## config.mk

```make
export PLATFORM = sky130hd
export DESIGN_NAME = systolic_seq_ctrl
export DESIGN_NICKNAME = d
export VERILOG_FILES = /design/src/rtl/systolic_seq_ctrl_pkg.sv /design/src/rtl/systolic_seq_ctrl.sv
export SDC_FILE = /design/constraint.sdc
export NUM_CORES = 1
export LEC_CHECK = 0
export CORE_ASPECT_RATIO = 0.6
export CORE_MARGIN = 2
export CORE_UTILIZATION = 55
export CTS_BUF_LIST = sky130_fd_sc_hd__clkbuf_16
export CTS_CLUSTER_DIAMETER = 120
export CTS_CLUSTER_SIZE = 14
export DETAILED_ROUTE_END_ITERATION = 16
export PLACE_DENSITY = 0.8
export SYNTH_ARGS = -nofsm -noshare
export SYNTH_HDL_FRONTEND = slang
export SYNTH_SLANG_ARGS = --single-unit
export TNS_END_PERCENT = 30
```

## constraint.sdc

```tcl
create_clock -name clk -period 15.55 [get_ports clk]
set_input_delay 1.555 -clock clk [delete_from_list [all_inputs] [get_ports clk]]
set_output_delay 1.555 -clock clk [all_outputs]
set_load 0.01 [all_outputs]
```

## src/rtl/systolic_seq_ctrl_pkg.sv

```systemverilog
// Shared types and helpers for the weight-stationary array sequencer.
// The default geometry here matches the array wrapper and the bench.
package systolic_seq_ctrl_pkg;

  typedef enum logic [1:0] {
    IDLE = 2'd0,
    LOAD = 2'd1,
    RUN  = 2'd2
  } state_e;

  localparam int KW_DEF   = 16;
  localparam int ROWS_DEF = 4;
  localparam int T_W      = KW_DEF + 2;
  localparam int LW       = $clog2(ROWS_DEF);

  // Last RUN time step: the final result leaves the bottom of column COLS-1.
  // A zero-length job degenerates to a single RUN cycle.
  function automatic int unsigned t_end_calc(input int unsigned k,
                                             input int unsigned rows,
                                             input int unsigned cols,
                                             input int unsigned pe_lat);
    int unsigned res;
    if (k == 32'd0) begin
      res = 32'd0;
    end else begin
      res = k - 32'd1 + cols - 32'd1 + rows * pe_lat;
    end
    return res;
  endfunction

endpackage

```

## src/rtl/systolic_seq_ctrl.sv

```systemverilog
// Job sequencer for the ROWS x COLS weight-stationary PE array: weight
// preload, accumulate phase with skewed left-edge valids, bottom-edge flags.
module systolic_seq_ctrl
  import systolic_seq_ctrl_pkg::*;
#(
  parameter int ROWS   = ROWS_DEF,
  parameter int COLS   = 4,
  parameter int PE_LAT = 1,
  parameter int KW     = KW_DEF
) (
  input  logic                     clk,
  input  logic                     rst,
  input  logic                     start,
  input  logic [KW-1:0]            k_len,
  input  logic                     abort,
  output logic                     busy,
  output logic                     done,
  output logic                     pe_mode,
  output logic                     w_rd_en,
  output logic [$clog2(ROWS)-1:0]  w_rd_addr,
  output logic                     a_rd_en,
  output logic [KW-1:0]            a_rd_addr,
  output logic [ROWS-1:0]          left_valid,
  output logic [COLS-1:0]          out_valid
);

  localparam int CNT_W  = KW + 2;
  localparam int ADDR_W = $clog2(ROWS);

  state_e             state_r;
  state_e             state_s;
  logic [ADDR_W-1:0]  l_r;
  logic [ADDR_W-1:0]  l_s;
  logic [CNT_W-1:0]   t_r;
  logic [CNT_W-1:0]   t_s;
  logic [KW-1:0]      k_r;
  logic [KW-1:0]      k_s;
  logic [CNT_W-1:0]   k_ext_s;
  logic [CNT_W-1:0]   t_end_s;
  logic               run_s;
  logic               load_s;
  logic               a_rd_en_s;
  logic [ROWS-1:0]    left_valid_s;
  logic [COLS-1:0]    out_valid_s;

  assign k_ext_s = {2'b00, k_s};
  assign t_end_s = CNT_W'(t_end_calc(32'(k_s), ROWS, COLS, PE_LAT));

  // Next state and counters; abort overrides both start and the normal exit.
  always_comb begin
    state_s = state_r;
    l_s     = l_r;
    t_s     = t_r;
    k_s     = k_r;
    if (abort) begin
      state_s = IDLE;
    end else begin
      case (state_r)
        IDLE: begin
          if (start) begin
            state_s = LOAD;
            l_s     = '0;
            t_s     = '0;
            k_s     = k_len;
          end else begin
            state_s = IDLE;
          end
        end
        LOAD: begin
          if (l_r == ADDR_W'(ROWS - 1)) begin
            state_s = RUN;
            t_s     = '0;
          end else begin
            l_s = l_r + 1'b1;
          end
        end
        RUN: begin
          if (t_r == t_end_s) begin
            state_s = IDLE;
          end else begin
            t_s = t_r + 1'b1;
          end
        end
        default: begin
          state_s = IDLE;
        end
      endcase
    end
  end

  // Outputs are registered from the next-cycle state so they line up with it.
  assign run_s     = (state_s == RUN);
  assign load_s    = (state_s == LOAD);
  assign a_rd_en_s = run_s && (t_s < k_ext_s);

  for (genvar r = 0; r < ROWS; r++) begin : g_row
    localparam logic [CNT_W-1:0] R_OFF = CNT_W'(r);
    assign left_valid_s[r] = run_s && (t_s >= R_OFF) && ((t_s - R_OFF) < k_ext_s);
  end

  for (genvar c = 0; c < COLS; c++) begin : g_col
    localparam logic [CNT_W-1:0] C_OFF = CNT_W'(c + ROWS * PE_LAT);
    assign out_valid_s[c] = run_s && (t_s >= C_OFF) && ((t_s - C_OFF) < k_ext_s);
  end

  // State, counters and every output register.
  always_ff @(posedge clk) begin
    if (rst) begin
      state_r    <= IDLE;
      l_r        <= '0;
      t_r        <= '0;
      k_r        <= '0;
      busy       <= 1'b0;
      done       <= 1'b0;
      pe_mode    <= 1'b0;
      w_rd_en    <= 1'b0;
      w_rd_addr  <= '0;
      a_rd_en    <= 1'b0;
      a_rd_addr  <= '0;
      left_valid <= '0;
      out_valid  <= '0;
    end else begin
      state_r    <= state_s;
      l_r        <= l_s;
      t_r        <= t_s;
      k_r        <= k_s;
      busy       <= (state_s != IDLE);
      done       <= run_s && (t_s == t_end_s);
      pe_mode    <= run_s;
      w_rd_en    <= load_s;
      w_rd_addr  <= load_s ? (ADDR_W'(ROWS - 1) - l_s) : '0;
      a_rd_en    <= a_rd_en_s;
      a_rd_addr  <= a_rd_en_s ? t_s[KW-1:0] : '0;
      left_valid <= left_valid_s;
      out_valid  <= out_valid_s;
    end
  end

endmodule

```

[After elaboration in Yosys (flattened, before gate mapping)]
Cells that the tools add are included.
Storage, ports and cells
  word-level logic and storage cells: 93
  output and inout bits: 31
  register bits: 69
  input port bits: 20
Operators by class
  reductions and logical operators: 23
  multiplexer cells: 18
  order comparisons: 16
  add/subtract/negate cells: 14
  bitwise logic cells: 2
  equality and inequality tests: 7
Operators by type and width (count)
  < comparator 18 x 16 -> 1 bit: 8
  2-to-1 mux 18 bit: 5
  >= comparator 18 x 3 -> 1 bit, second input constant: 4
  subtractor 18 x 3 -> 18 bit, second input constant: 4
  one-hot mux 18 bit (3 select lines): 1
  subtractor 18 x 2 -> 18 bit, second input constant: 3
  2-to-1 mux 16 bit: 3
  == test 18 bit: 2
  >= comparator 18 x 1 -> 1 bit, second input constant: 2
  >= comparator 18 x 2 -> 1 bit, second input constant: 2
  adder 17 x 4 -> 18 bit, second input constant: 1
  adder 18 x 1 -> 18 bit, second input constant: 1
  adder 18 x 4 -> 18 bit, second input constant: 1
  logical AND 1 bit: 18
  subtractor 18 x 1 -> 18 bit, second input constant: 1
  subtractor 16 x 1 -> 17 bit, second input constant: 1
  zero test 16 bit: 1
  2-to-1 mux 2 bit: 6
  == test 2 bit, second input constant: 3
  one-hot mux 2 bit (3 select lines): 1
  == test 2 x 1 -> 1 bit, second input constant: 2
  one-hot mux 2 bit (2 select lines): 1
  OR reduction 2 bit: 2
  adder 2 x 1 -> 2 bit, second input constant: 1
  5 further kinds: 6

[Longest topological paths before layout]
  word-level depth: 16
  mapped depth: 42
  gate-level depth less buffers: 32

[Least setup slack after synthesis]
Ideal clock, no wire load.
  kind: input to register
  start point: input port abort
  end point: register left_valid[1]
  data required time: 15455 ps
  library setup time: 95 ps
  data arrival time: 10272 ps
  cell stages on the path: 36
  setup slack: 5183 ps
  buffers on the path: 6
  path through: nor4b_2 -> buf_2 -> buf_2 -> buf_1 -> mux2i_1 -> ha_1 -> buf_2 -> nor3b_1 -> and4_1 -> o21ai_0 -> a211oi_4 -> nand4_2 -> and3_1 -> nor4_2 -> o2111ai_1 -> nor4_4 -> buf_4 -> buf_6 -> mux2_2 -> nand2_1 -> inv_1 -> ha_1 -> a21boi_0 -> and2_1 -> nor3b_1 -> xor2_1 -> ha_1 -> a21o_1 -> a21oi_1 -> nor2b_1 -> o21ai_0 -> nand2b_1 -> a221oi_1 -> o311ai_0 -> a31o_2 -> a221oi_1
On the way
  cells in the longest elaborated chain, start to end: 13
  elaborated cells on any way between the ends: 20
  classes of those cells: add/sub: 5; order compare: 2; eq/ne: 2; mux: 8; reduce/logical: 3
RTL lines
  start, declared: line systolic_seq_ctrl.sv:15  | input logic abort,
  2-to-1 mux 16 bit: line systolic_seq_ctrl.sv:55  | if (abort) begin
  subtractor 16 x 1 -> 17 bit: line systolic_seq_ctrl_pkg.sv:26  | res = k - 32'd1 + cols - 32'd1 + rows * pe_lat;
  adder 17 x 4 -> 18 bit: line systolic_seq_ctrl_pkg.sv:26
  subtractor 18 x 2 -> 18 bit: line systolic_seq_ctrl_pkg.sv:26
  adder 18 x 4 -> 18 bit: line systolic_seq_ctrl_pkg.sv:26
  2-to-1 mux 18 bit: line systolic_seq_ctrl_pkg.sv:23  | if (k == 32'd0) begin
  == test 18 bit: line systolic_seq_ctrl.sv:78  | if (t_r == t_end_s) begin
  2-to-1 mux 18 bit: line systolic_seq_ctrl.sv:78
  one-hot mux 18 bit (3 select lines): line systolic_seq_ctrl.sv:58  | case (state_r)
  2-to-1 mux 18 bit (*): line systolic_seq_ctrl.sv:55
  via t_s[2]: line systolic_seq_ctrl.sv:35  | logic [CNT_W-1:0] t_s;
  subtractor 18 x 1 -> 18 bit / >= comparator 18 x 1 -> 1 bit (equally long branches): line systolic_seq_ctrl.sv:98  | assign left_valid_s[r] = run_s && (t_s >= R_OFF) && ((t_s - R_OFF) < k_ext_s);
  < comparator 18 x 16 -> 1 bit / logical AND 1 bit (equally long branches): line systolic_seq_ctrl.sv:98
  logical AND 1 bit (*): line systolic_seq_ctrl.sv:98
  end signal, assigned: line systolic_seq_ctrl.sv:134  | left_valid <= left_valid_s;
  end, declared: line systolic_seq_ctrl.sv:23  | output logic [ROWS-1:0] left_valid,
Mark *: on every way through the listed nets, which the timed path passes. The rest lies on a longest branch.
A chain may end at the register's enable or synchronous reset.

[Worst setup path after layout]
  start point: input port abort
  end point: register left_valid[2]
On the way
  cells in the longest elaborated chain, start to end: 13
  elaborated cells on any way between the ends: 20
  classes of those cells: add/sub: 5; order compare: 2; eq/ne: 2; mux: 8; reduce/logical: 3
RTL lines (line)
  2-to-1 mux 16 bit: systolic_seq_ctrl.sv:55
  subtractor 16 x 1 -> 17 bit: systolic_seq_ctrl_pkg.sv:26
  adder 17 x 4 -> 18 bit: systolic_seq_ctrl_pkg.sv:26
  subtractor 18 x 2 -> 18 bit: systolic_seq_ctrl_pkg.sv:26
  adder 18 x 4 -> 18 bit: systolic_seq_ctrl_pkg.sv:26
  2-to-1 mux 18 bit: systolic_seq_ctrl_pkg.sv:23
  == test 18 bit: systolic_seq_ctrl.sv:78
  2-to-1 mux 18 bit: systolic_seq_ctrl.sv:78
  one-hot mux 18 bit (3 select lines): systolic_seq_ctrl.sv:58
  2-to-1 mux 18 bit (*): systolic_seq_ctrl.sv:55
  via t_s[5]: systolic_seq_ctrl.sv:35
  subtractor 18 x 2 -> 18 bit / >= comparator 18 x 2 -> 1 bit (equally long branches): systolic_seq_ctrl.sv:98
  < comparator 18 x 16 -> 1 bit / logical AND 1 bit (equally long branches): systolic_seq_ctrl.sv:98
  logical AND 1 bit (*): systolic_seq_ctrl.sv:98
Marked as above.

==> key figures <==
Critical path
  • R2r endpoint: left_valid[2]
  • CP endpoint kind: flop
  • Worst Path Max Fanout: 40
  • Req. time, crit path: 15820 ps
  • FF-to-FF Start: state_r[1]
  • Most used cell, CP: buf_4
  • Crit path capture: left_valid[2]
  • R2r setup slk: 5090 ps
  • Reg2reg path depth: 30
  • Arr. time, crit path: 12140 ps
  • Critical Path Source Type: input pin
  • Crit-path slowest cell: and3_1
  • Crit Path Category: input pin to flop
  • Worst setup path start: abort
  • Max stage delay on crit path: 910 ps

Layout
  • Layout area overhead: 10.7%
  • Share of layout cells above drive strength 1: 7.91%
  • Design Area, Final: 10800 um^2
  • Final #Nets: 1437

Clock tree
  • CTS sink count: 68
  • Worst-path clk slew: 60 ps
  • Clock Latency Late Sink: 370 ps
  • Clock tree buffer depth: 2
  • Hold_buf cts: 0
  • Clock root cell: clkbuf_16
  • CTS tree: yes
  • H-tree levels: 3
  • Post-CTS Setup Bufs: 0
  • Number of buffers created by CTS: 9
  • Resized Gates After CTS: 0

Synthesis
  • Total nets after synthesis: 1417
  • Syn Inst Count: 1265
  • Top_reg_cell synth: dfxtp_1
  • Syn_area_per_cell: 7.70 um^2
  • Async SR Flop Fraction: 0%
  • Syn Std Cell Area: 9730 um^2
  • Adder-cell share of the synthesized area: 17.0%
  • Yosys reg bits: 68
  • Mux share of post-synthesis cell area: 3.47%
  • Most frequent cell after synthesis: ha_1
  • Compound-Gate Fraction of Synth Area: 16.4%
  • Xor/xnor share of the synthesized area: 13.1%
  • Largest family of logic cells by synthesized area: simple AND/OR/NAND/NOR gates
  • Yosys warnings: 0
  • Synth cell count leaders: ha_1 (132), nor2_1 (112), xnor2_1 (112)
  • Area contributors post-synth: ha_1 (17%), dfxtp_1 (14%), xnor2_1 (10%)
  • Sequential-to-total area share from yosys stat: 14.0%
  • Yosys top cell area share: 17.0%
  • Post-synth EDFFs: 0
  • Post-synthesis simple-gate area fraction: 31.4%
  • Post-synthesis cell type count: 90
  • Area leader, netlist: ha_1

Drt
  • Routed vias: 10444
  • DR pass1 iterations: 8
  • DR DRC count: 0
  • Antenna-violating nets left: 0
  • Post-Route WL: 36300 um
  • Vias/cell: 6.85
  • Per-cell routed wire length: 23.8 um
  • Initial DRC count: 1810

Pwr
  • Pwr Density: 58.3 nW/um^2
  • Leakage: 4.43 nW
  • VDD IR max: 0.0000518 V

STA
  • Achievable Freq: 0.0843 GHz
  • Slew Limit Fails: 0
  • Fin Clk Skew: 16.8 ps
  • Fin crit period: 11870 ps
  • Least-Margin Pin Slew: 1130 ps
  • Worst Setup Slack, final: 3680 ps
  • Period Utilization, post-route: 76.3%
  • Final hold vios: 0
  • Final-report setup violation count: 0
  • Setup TNS: 0 ps
  • Slew HR: 23.9%
  • Hold slack: 557 ps
  • Unrepaired setup endpoints after global routing: no

Die
  • Core area: 17200 um^2
  • Num rows: 37
  • Die height: 107 um
  • Starting Density: 56.5%
  • Die X-Extent: 176 um
  • Top Ports: 51
  • Die area: 18800 um^2

Placement
  • Dpl hpwl: 27700 um
  • # port buffers: 50
  • Setup WS pre-CTS: 3820 ps
  • RD Place Congestion: 1.18
  • Area after DPL: 10500 um^2

Global routing
  • Total grt overflow: 0
  • First-pass GRT wire length: 55200 um
  • All-Layer GR Usage: 38.9%
  • Maximum number of pins on one net before global-route repair: 43
  • Initial antenna violation count: 2
  • Vias in the first global route: 9254

Worst hold path
  • Min-Delay Path Class: flop to flop

Status
  • Status: finished, final reports clean

Job
  • Max-cap violations: 0
==> power breakdown <==
group	internal, mW	switching [mW]
combinational	0.0893	0.144
clock	0.125	0.0907
sequential	0.177	0.00355
==> worst max-delay path: cells and delay by family <==
kind            cells  cell delay, ps
buf+inv             5            1960
fa+ha+maj           2             770
simple gates       12            4370
xor+xnor            1             170
mux                 2             940
compound gates      9            2300
==> cells in the final DEF (no fill, tap or decap), types with 5 or more instances in the layout <==
cell type	synthesis	final
a211oi_1	14	14
a21o_1	16	16
a21oi_1	61	61
a31oi_1	7	7
and2_1	20	20
and3_1	14	14
and4_1	5	5
buf_4	2	32
clkbuf_16	0	9
clkdlybuf4s50_1	0	50
dfxtp_1	68	68
ha_1	132	132
inv_1	24	24
inv_2	7	7
mux2_2	5	5
mux2i_1	27	27
nand2_1	97	97
nand2b_1	26	26
nand3_1	44	44
nand3b_1	8	8
nand4_1	47	47
nor2_1	112	112
nor2b_1	34	34
nor3_1	45	45
nor3b_1	8	8
nor4_1	28	26
nor4_2	6	8
o211ai_1	5	5
o21a_1	5	5
o21ai_0	42	42
o21ai_1	6	5
o221ai_1	6	6
o31a_1	6	6
o31ai_1	7	6
or3_1	12	12
or4_1	15	15
xnor2_1	112	112
xor2_1	29	29
==> flip-flops by register name, summed over array words and instances (netlist names) <==
register / cells
k_r: 16
t_r: 18
out_valid: 4
w_rd_addr: 2
done: 1
busy: 1
pe_mode: 1
a_rd_addr: 16
w_rd_en: 1
left_valid: 4
l_r: 2
state_r: 2
==> layer usage <==
metal,global-route usage [%],vias to the layer above,share of wire (%)
met5,0,-,0
met4,9.56,0,2.4
met3,19.4,97,18
met2,48.4,820,35
met1,57.3,4827,44
li1,-,4700,-
==> layout make-up <==
type,count,area [um^2]
tap,234,293
inverter,32,123
fill,1499,6440
timing repair buffer,82,741
multi-input combinational,1092,7960
sequential,68,1360
clock buffer,9,225
antenna,1,2.50
clock inverter,7,75.1
==> cells by family (layout without fill, tap and decap cells) <==
logic type	Yosys count	after routing
xor+xnor	143	143
compound gates	233	233
simple gates	551	551
buf+inv	105	130
other cells	0	1
flops	68	68
mux	33	33
fa+ha+maj	132	132
==> worst min path at each step <==
stage	start	end	slack [ps]	depth (start not counted)
after floorplan	t_r[17]	t_r[17]	500	2
after global placement	k_r[15]	k_r[15]	530	2
after detailed placement	k_r[15]	k_r[15]	550	2
after CTS	k_r[15]	k_r[15]	560	2
after global routing	l_r[1]	l_r[1]	620	2
final	k_r[15]	k_r[15]	560	2
==> metrics by stage <==
stage | util (%) | power [mW] | instances
floorplan | - | 0.343 | 1265
global placement | 60.8 | 0.403 | 1508
detailed placement | 60.8 | 0.406 | 1508
CTS | 62.6 | 0.620 | 1524
global route | 62.6 | 0.657 | 1524
finish | 62.6 | 0.629 | 1525
Power figures use the tool's default switching activity.
